$ cat src/rtl/uart_rx_fifo_pkg.sv
// Shared UART definitions: default receive-FIFO depth and the stored entry
// layout {err, data[7:0]} used by the FIFO and its storage array.
package uart_rx_fifo_pkg;

    localparam int DEFAULT_DEPTH = 8;

    // One received byte plus "a receiver error happened since the previous push".
    typedef struct packed {
        logic       err;
        logic [7:0] data;
    } uart_entry_t;

endpackage : uart_rx_fifo_pkg

$ cat src/rtl/uart_rx_fifo_if.sv
// Bus bundle between a UART receiver / consumer and uart_rx_fifo.
//   rx side     : rxData, rxDone (byte pulse), rxErr (error pulse)
//   consumer    : outData, outErr, outValid, outReady
//   status/ctrl : count, full, overrun, clearOverrun
// slave  = the FIFO itself, master = receiver + consumer environment.
interface uart_rx_fifo_if
    import uart_rx_fifo_pkg::*;
#(
    parameter int Depth = DEFAULT_DEPTH
) ();

    logic [7:0]               rxData;
    logic                     rxDone;
    logic                     rxErr;
    logic [7:0]               outData;
    logic                     outErr;
    logic                     outValid;
    logic                     outReady;
    logic [$clog2(Depth):0]   count;
    logic                     full;
    logic                     overrun;
    logic                     clearOverrun;

    modport slave (
        input  rxData, rxDone, rxErr, outReady, clearOverrun,
        output outData, outErr, outValid, count, full, overrun
    );

    modport master (
        output rxData, rxDone, rxErr, outReady, clearOverrun,
        input  outData, outErr, outValid, count, full, overrun
    );

endinterface : uart_rx_fifo_if

$ cat src/rtl/uart_fifo_mem.sv
// Storage array for uart_rx_fifo: Depth x 9 bits, synchronous write,
// asynchronous (combinational) read. Contents are intentionally not reset.
//   clk     : write clock
//   we_i    : write enable
//   waddr_i : write address
//   wdata_i : entry to write
//   raddr_i : read address
//   rdata_o : entry at raddr_i
module uart_fifo_mem
    import uart_rx_fifo_pkg::*;
#(
    parameter int  Depth = DEFAULT_DEPTH,
    localparam int AW    = $clog2(Depth)
) (
    input  logic          clk,
    input  logic          we_i,
    input  logic [AW-1:0] waddr_i,
    input  uart_entry_t   wdata_i,
    input  logic [AW-1:0] raddr_i,
    output uart_entry_t   rdata_o
);

    uart_entry_t mem_q [Depth];

    always_ff @(posedge clk) begin
        if (we_i) begin
            mem_q[waddr_i] <= wdata_i;
        end
    end

    assign rdata_o = mem_q[raddr_i];

endmodule : uart_fifo_mem

$ cat src/rtl/uart_rx_fifo.sv
// Receive FIFO behind a UART receiver. Each received byte is stored together
// with a flag telling whether a receiver error occurred since the previous
// stored byte. Overflowing bytes are dropped and flagged by a sticky overrun.
//   clk    : rising-edge clock
//   nReset : asynchronous active-low reset (storage itself is not cleared)
//   bus    : uart_rx_fifo_if.slave (rx push side, consumer pop side, status)
module uart_rx_fifo
    import uart_rx_fifo_pkg::*;
#(
    parameter int Depth = DEFAULT_DEPTH
) (
    input  logic           clk,
    input  logic           nReset,
    uart_rx_fifo_if.slave  bus
);

    localparam int AW = $clog2(Depth);
    localparam int PW = AW + 1;
    // Pointers one bit wider than the address: equal -> empty, MSB-only
    // difference -> full.
    localparam logic [PW-1:0] PTR_MSB = {1'b1, {AW{1'b0}}};

    logic [PW-1:0] wrPtr_q, wrPtr_d;
    logic [PW-1:0] rdPtr_q, rdPtr_d;
    logic          overrun_q, overrun_d;
    logic          errPending_q, errPending_d;

    logic          empty;
    logic          isFull;
    logic          push;
    logic          pop;
    logic          drop;
    uart_entry_t   wrEntry;
    uart_entry_t   rdEntry;

    assign empty  = (wrPtr_q == rdPtr_q);
    assign isFull = ((wrPtr_q ^ rdPtr_q) == PTR_MSB);

    // outReady is meaningless while empty; a full FIFO can still accept a
    // byte in the cycle its head is popped.
    assign pop  = !empty && bus.outReady;
    assign push = bus.rxDone && (!isFull || pop);
    assign drop = bus.rxDone && isFull && !pop;

    // An error pulse coinciding with the byte marks that byte too.
    assign wrEntry.err  = errPending_q | bus.rxErr;
    assign wrEntry.data = bus.rxData;

    always_comb begin
        wrPtr_d      = wrPtr_q;
        rdPtr_d      = rdPtr_q;
        overrun_d    = overrun_q;
        errPending_d = errPending_q;

        if (push) wrPtr_d = wrPtr_q + PW'(1);
        if (pop)  rdPtr_d = rdPtr_q + PW'(1);

        // Set wins over clear so a drop is never lost.
        if (drop)                  overrun_d = 1'b1;
        else if (bus.clearOverrun) overrun_d = 1'b0;

        // A new error keeps the flag armed for the following byte even when
        // it arrives together with a pushed byte.
        if (bus.rxErr)  errPending_d = 1'b1;
        else if (push)  errPending_d = 1'b0;
    end

    always_ff @(posedge clk or negedge nReset) begin
        if (!nReset) begin
            wrPtr_q      <= '0;
            rdPtr_q      <= '0;
            overrun_q    <= 1'b0;
            errPending_q <= 1'b0;
        end else begin
            wrPtr_q      <= wrPtr_d;
            rdPtr_q      <= rdPtr_d;
            overrun_q    <= overrun_d;
            errPending_q <= errPending_d;
        end
    end

    // The write is qualified by the reset-gated push only through the
    // pointers; a write landing during reset is harmless since the pointers
    // are cleared and the slot is treated as empty.
    uart_fifo_mem #(
        .Depth (Depth)
    ) u_mem (
        .clk     (clk),
        .we_i    (push),
        .waddr_i (wrPtr_q[AW-1:0]),
        .wdata_i (wrEntry),
        .raddr_i (rdPtr_q[AW-1:0]),
        .rdata_o (rdEntry)
    );

    assign bus.outData  = rdEntry.data;
    assign bus.outErr   = rdEntry.err;
    assign bus.outValid = !empty;
    assign bus.count    = wrPtr_q - rdPtr_q;
    assign bus.full     = isFull;
    assign bus.overrun  = overrun_q;

endmodule : uart_rx_fifo

$ cat src/flat_wrapper.sv
// flat-port wrapper written by rule: the top's interface ports become plain ports
module uart_rx_fifo_flat import uart_rx_fifo_pkg::*;
#(
    parameter int Depth = DEFAULT_DEPTH
)
  (clk, nReset, bus_rxData, bus_rxDone, bus_rxErr, bus_outReady, bus_clearOverrun, bus_outData, bus_outErr, bus_outValid, bus_count, bus_full, bus_overrun);
  uart_rx_fifo_if #(.Depth(Depth)) bus_i ();
  input  logic clk;
  input  logic nReset;
  input wire logic [$bits(bus_i.rxData)-1:0] bus_rxData;
  input wire logic [$bits(bus_i.rxDone)-1:0] bus_rxDone;
  input wire logic [$bits(bus_i.rxErr)-1:0] bus_rxErr;
  input wire logic [$bits(bus_i.outReady)-1:0] bus_outReady;
  input wire logic [$bits(bus_i.clearOverrun)-1:0] bus_clearOverrun;
  output wire logic [$bits(bus_i.outData)-1:0] bus_outData;
  output wire logic [$bits(bus_i.outErr)-1:0] bus_outErr;
  output wire logic [$bits(bus_i.outValid)-1:0] bus_outValid;
  output wire logic [$bits(bus_i.count)-1:0] bus_count;
  output wire logic [$bits(bus_i.full)-1:0] bus_full;
  output wire logic [$bits(bus_i.overrun)-1:0] bus_overrun;
  assign bus_i.rxData = bus_rxData;
  assign bus_i.rxDone = bus_rxDone;
  assign bus_i.rxErr = bus_rxErr;
  assign bus_i.outReady = bus_outReady;
  assign bus_i.clearOverrun = bus_clearOverrun;
  assign bus_outData = bus_i.outData;
  assign bus_outErr = bus_i.outErr;
  assign bus_outValid = bus_i.outValid;
  assign bus_count = bus_i.count;
  assign bus_full = bus_i.full;
  assign bus_overrun = bus_i.overrun;
  uart_rx_fifo #(.Depth(Depth)) u_core (.clk(clk), .nReset(nReset), .bus(bus_i));
endmodule
$ cat config.mk
export PLATFORM = sky130hd
export DESIGN_NAME = uart_rx_fifo_flat
export DESIGN_NICKNAME = d
export VERILOG_FILES = /design/src/rtl/uart_rx_fifo_pkg.sv /design/src/rtl/uart_rx_fifo_if.sv /design/src/rtl/uart_fifo_mem.sv /design/src/rtl/uart_rx_fifo.sv /design/src/flat_wrapper.sv
export SDC_FILE = /design/constraint.sdc
export NUM_CORES = 1
export LEC_CHECK = 0
export ABC_AREA = 0
export CAP_MARGIN = 5
export CORE_MARGIN = 2
export CORE_UTILIZATION = 42
export CTS_CLUSTER_SIZE = 20
export DETAILED_ROUTE_END_ITERATION = 8
export GPL_TIMING_DRIVEN = 1
export RECOVER_POWER = 100
export SLEW_MARGIN = 20
export SYNTH_ARGS = -nofsm -noshare
export SYNTH_HDL_FRONTEND = slang
export SYNTH_SLANG_ARGS = --single-unit
$ cat constraint.sdc
create_clock -name clk -period 2.65 [get_ports clk]
set_clock_uncertainty 0.1 [all_clocks]
set_input_delay 0.265 -clock clk [delete_from_list [all_inputs] [get_ports clk]]
set_output_delay 0.265 -clock clk [all_outputs]
set_load 0.01 [all_outputs]
# Word level (Yosys, flattened, before mapping)
# Memories as Yosys holds them, arrays and structs flattened.
# Cells that the tools add are included.
[classes]
addsub = 3
n_eq_ne = 2
muxes = 6
bitwise = 2
n_reduce_logical = 10
[ops]
columns = ["operator", "n"]
rows = [
  ["$add A4 B1 Y4 const B", 2],
  ["$mux W1", 6],
  ["$eq A4 B4 Y1", 1],
  ["$eq A4 B4 Y1 const B", 1],
  ["$logic_and A1 B1 Y1", 4],
  ["$reduce_bool A2 Y1", 2],
  ["$sub A4 B4 Y4", 1],
  ["$xor A4 B4 Y4", 1],
  ["$logic_not A1 Y1", 3],
  ["$logic_or A1 B1 Y1", 1],
  ["$or A1 B1 Y1", 1],
]
[totals]
register_bits = 10
ram_bits = 72
inputBits = 14
out_inout_bits = 16
mem_count = 1
[mem_list]
columns = ["memory", "depth", "word_bits", "read_ports", "rd_clocked_by_memory_dff", "wr", "line_no", "source"]
rows = [
  ["u_core.u_mem.mem_q", 8, 9, 1, 0, 1, "uart_fifo_mem.sv:23", "uart_entry_t mem_q [Depth];"],
]

# Longest topological paths before layout
[depth]
depth_word = 7
ltp_mapped = 7
depth_no_buf = 6

# Modules after synthesis
# Synthesis repeated with hierarchy kept, for this count alone.
[hier_totals]
cells_unflattened = 171
hier_area_um2 = 3429.5
[modules_own_cells]
columns = ["mod", "n_inst", "cells_per_inst", "area_per_inst_um2", "seq_area_each_um2"]
rows = [
  ["uart_fifo_mem", 1, 117, 2839.0, 2162.1],
  ["uart_rx_fifo", 1, 54, 590.6, 250.2],
]

# Least setup slack after synthesis
# OpenSTA, ideal clock, no wires.
[synth_timing]
kind = "register to register"
startpoint = "register u_core.rdPtr_q[1]"
endpoint = "memory u_core.u_mem.mem_q[4][0] (netlist bit) (enable)"
setup_ns = 0.399
arrival_ns = 2.295
required_ns = 2.151
path_slack_ns = -0.144
path_stages_with_launch = 7
n_path_buf = 1
period_less_slack_ns = 2.794
cell_sequence = "dfrtp_1 -> clkbuf_1 -> inv_1 -> ha_1 -> nand3_1 -> nor3_4 -> nor4_1"
[synth_via]
elab_chain_len = 7
[synth_lines]
columns = ["item", "line_no", "source"]
rows = [
  ["start: declaration", "uart_rx_fifo.sv:24", "logic [PW-1:0] rdPtr_q, rdPtr_d;"],
  ["start signal: assignment", "uart_rx_fifo.sv:76", "rdPtr_q <= rdPtr_d;"],
  ["$xor A4 B4 Y4 / $eq A4 B4 Y1 (equally long branches)", "uart_rx_fifo.sv:37, uart_rx_fifo.sv:36", ""],
  ["$eq A4 B4 Y1 / $logic_not A1 Y1 (equally long branches)", "uart_rx_fifo.sv:37, uart_rx_fifo.sv:41", ""],
  ["$logic_not A1 Y1 / $logic_and A1 B1 Y1 (equally long branches)", "uart_rx_fifo.sv:42, uart_rx_fifo.sv:41", ""],
  ["$logic_or A1 B1 Y1 *", "uart_rx_fifo.sv:42", "assign push = bus.rxDone && (!isFull || pop);"],
  ["$logic_and A1 B1 Y1 *", "uart_rx_fifo.sv:42", ""],
  ["$mux W1 *", "uart_fifo_mem.sv:26", "if (we_i) begin"],
  ["$mux W1 (implied by the code) *", "uart_fifo_mem.sv:27", "mem_q[waddr_i] <= wdata_i;"],
  ["end: declaration", "uart_fifo_mem.sv:23", ""],
]
# Every way passes the cells marked *; elsewhere a longest branch is shown, timed or not.

# Worst setup path after layout
[layout_timing]
startpoint = "register u_core.wrPtr_q[0]"
endpoint = "output port bus_count[1]"
[layout_via]
elab_chain_len = 1
[layout_lines]
columns = ["item", "line_no", "source"]
rows = [
  ["start: declaration", "uart_rx_fifo.sv:23", "logic [PW-1:0] wrPtr_q, wrPtr_d;"],
  ["start signal: assignment", "uart_rx_fifo.sv:75", "wrPtr_q <= wrPtr_d;"],
  ["$sub A4 B4 Y4", "uart_rx_fifo.sv:99", "assign bus.count = wrPtr_q - rdPtr_q;"],
  ["end: declaration", "flat_wrapper.sv:18", "output wire logic [$bits(bus_i.count)-1:0] bus_count;"],
]
# Every way passes these cells.

==> flow_summary_export.csv <==
group,metric,value,unit
sta,timing.final.crit_share,96.46,%
sta,worst_slack,0.09387,ns
routing,ant_nets,0,
synth,syn_inst,187,
status,status,"finished, final reports clean",
critical_path,crit_path_end_kind,"output pin",
critical_path,rr_startpoint,"u_core.wrPtr_q[2]",
synth,synth_seq_cells,82,
sta,finalCriticalPeriod,2.556,ns
synth,synth_edf_count,72,
place,preCtsSetupSlack,0.3510,ns
synth,avgSynthCellArea,17.92,µm²
grt,grt_max_degree,17,
clock_tree,cts_sinks,82,
synth,synthArstFlopShare,12.20,%
final_layout,final_cell_mix,"edfxtp_1 (72), nand2_1 (32), mux4_2 (18)",
place,port_buffers,29,
place,placed_area,3914,µm²
sta,worst_slew_pin_slew,0.6574,ns
sta,tns,0,ns
run,max_cap_violations,0,
sta,slew_headroom,56.17,%
routing,vias,1770,
routing,wl,6164,µm
critical_path,worstRegToRegCells,5,
final_layout,layout_commonest_cell,"edfxtp_1",
power,sequentialPowerShare,38.4,%
synth,seq_area_frac_synth,71.97,%
routing,drtIter0Drc,83,
routing,first_pass_iters,4,
final_layout,fin_area,4054,µm²
clock_tree,htree_levels,3,
power,swShare,32.33,%
routing,drc,0,
clock_tree,insertion_delay,0.34,ns
die,pin_count,30,
die,core-area,7727,µm²
grt,grt_antenna_before_repair,0,
critical_path,path_class,"flip-flop to output pin",
synth,ys_warn_count,0,
power,leakagePower,1.415,nW
clock_tree,clockBufferDepth,2,
critical_path,cp.required,2.29,ns
die,start_util,43.38,%
routing,vias_per_cell,5.057,
final_layout,synthToLayoutAreaGrowth,20.94,%
synth,netlist_area,3352,µm²
synth,synth_nets,207,
clock_tree,clockRootBuffer,"clkbuf_8",
sta,hold_violations,0,
final_layout,nNetsFinal,263,
clock_tree,cts_buffers,9,
power,p_total,0.004648,W
die,die_height,93.34,µm
sta,finalSetupViolations,0,
synth,yosysUniqueCellTypes,29,
critical_path,critPathMaxFanout,7,
power,p_per_area,1147,nW/µm²
synth,dominantRegCellSynth,"edfxtp_1",
clock_tree,cts_hold_buf,0,
clock_tree,clkTransAtPathRegs,0.08,ns
sta,rsz0062_at_grt,"no",
critical_path,crit_path_start_kind,"flip-flop",
sta,fmax,391.2,MHz
sta,drv_slew,0,
die,num_rows,32,
grt,grt_usage,15.62,%
grt,grt_pass1_vias,1742,
die,die_w,93.34,µm
final_layout,diodes,0,
die,design.die.area,8711,µm²
critical_path,r2r-end,"u_core.u_mem.mem_q[4][6]",
grt,grt_overflow,0,
power,ir_drop,0.5299,mV
power,p_sw,0.001503,W
place,gp_congestion,0.7094,
critical_path,cp.arrival,2.19,ns
power,power.internal,0.003145,W
clock_tree,cts_tree,"yes",
place,hpwl,3912,µm
routing,detail_route.wl_per_cell,17.61,µm
critical_path,ff2ff_setup_slack,0.29,ns
power,p_comb_share,43.2,%
min_path,min-delay-path-class,"input port to asynchronous set/reset pin",
final_layout,drive_gt1_share,19.35,%
grt,grt_pass1_wl,9660,µm
power,p_clk_share,18.4,%
area by class of cell:
| type | count | area, µm² |
|---|---|---|
| clock inverter | 6 | 57.56 |
| inverter | 8 | 30.03 |
| clock buffer | 10 | 127.6 |
| multi-input combinational | 92 | 872.1 |
| tap | 102 | 127.6 |
| timing repair buffer | 50 | 421.7 |
| sequential | 82 | 2417 |
| fill | 625 | 3674 |
worst max-delay path, cell delays in order, from the launching register on:
cell and delay [ns]:
dfrtp_2 0.44, inv_1 0.08, ha_1 0.23, fa_1 0.48, inv_1 0.04, dlygate4sd3_1 0.59
power by group through the flow:
stage	Clock (W)	Sequential [W]	Combinational, W
after detailed placement	0	0.00183	0.00208
after CTS	0.000876	0.00181	0.00209
final	0.000854	0.00179	0.00201
after global routing	0.000935	0.00181	0.00220
after global placement	0	0.00183	0.00208
after floorplan	0	0.00178	0.00121
per-layer routing:
metal | wire (µm) | track usage [%] | up-vias
li1 | - | - | 824
met5 | 0 | 0 | -
met1 | 2789 | 21.96 | 891
met4 | 110 | 6.618 | 0
met2 | 3007 | 24.10 | 46
met3 | 256 | 2.901 | 9
what timing repair did:
item,CTS,global route
pin swaps,0,0
buffers inserted,0,4
gates resized for setup,2,2
endpoints found under the setup margin,1,10
through the flow:
stage / utilization (%) / instances / hold WS (ns)
5_1_grt: 52.46 / 350 / 0.2616
4_1_cts: 53.08 / 346 / 0.1594
2_1_floorplan: - / 187 / -0.1306
3_3_place_gp: 50.65 / 330 / 0.3529
6_report: 52.46 / 350 / 0.2192
3_5_place_dp: 50.65 / 330 / 0.3641
registers in the layout, summed over array words and instances (netlist names):
signal               cells
u_core.wrPtr_q           4
u_core.rdPtr_q           4
u_core.bus.overrun       1
u_core.errPending_q      1
u_core.u_mem.mem_q      72
Yosys cell counts (2+ instances only):
library cell	count	area [µm²]
mux4_2	18	405.4
nor3_1	4	20.02
inv_1	7	26.28
nand2_1	32	120.1
a21o_1	2	15.01
xor2_1	2	17.52
clkbuf_1	3	11.26
ha_1	5	62.56
buf_2	2	10.01
dfrtp_1	10	250.2
nand3_1	4	20.02
nor2_1	4	15.01
edfxtp_1	72	2162
nor4_1	2	12.51
xnor2_1	6	52.55
worst max path at each step:
| stage | depth (start not counted) | end | slack, ns | startpoint |
|---|---|---|---|---|
| final | 5 | bus_count[1] | 0.09 | u_core.wrPtr_q[0] |
| after CTS | 5 | bus_count[2] | 0.002 | u_core.wrPtr_q[0] |
| after global routing | 5 | bus_count[1] | 0.01 | u_core.wrPtr_q[0] |
| after floorplan | 6 | u_core.u_mem.mem_q[4][0] | -0.14 | u_core.rdPtr_q[1] |
| after global placement | 6 | bus_count[3] | 0.38 | u_core.rdPtr_q[1] |
| after detailed placement | 6 | bus_count[3] | 0.35 | u_core.rdPtr_q[1] |
cell families (layout without fill, tap and decap cells):
logic type,count (synthesis),in the layout,share of synthesized area (%)
AND/OR/NAND/NOR,52,52,7.466
XOR/XNOR,9,9,2.576
multiplexers,20,20,12.88
AO/OA/AOI/OAI,5,5,1.119
buffers and inverters,13,74,1.530
adder cells (fa/ha/maj),6,6,2.464
flip-flops,82,82,71.97
(Power assumes the default switching activity.)
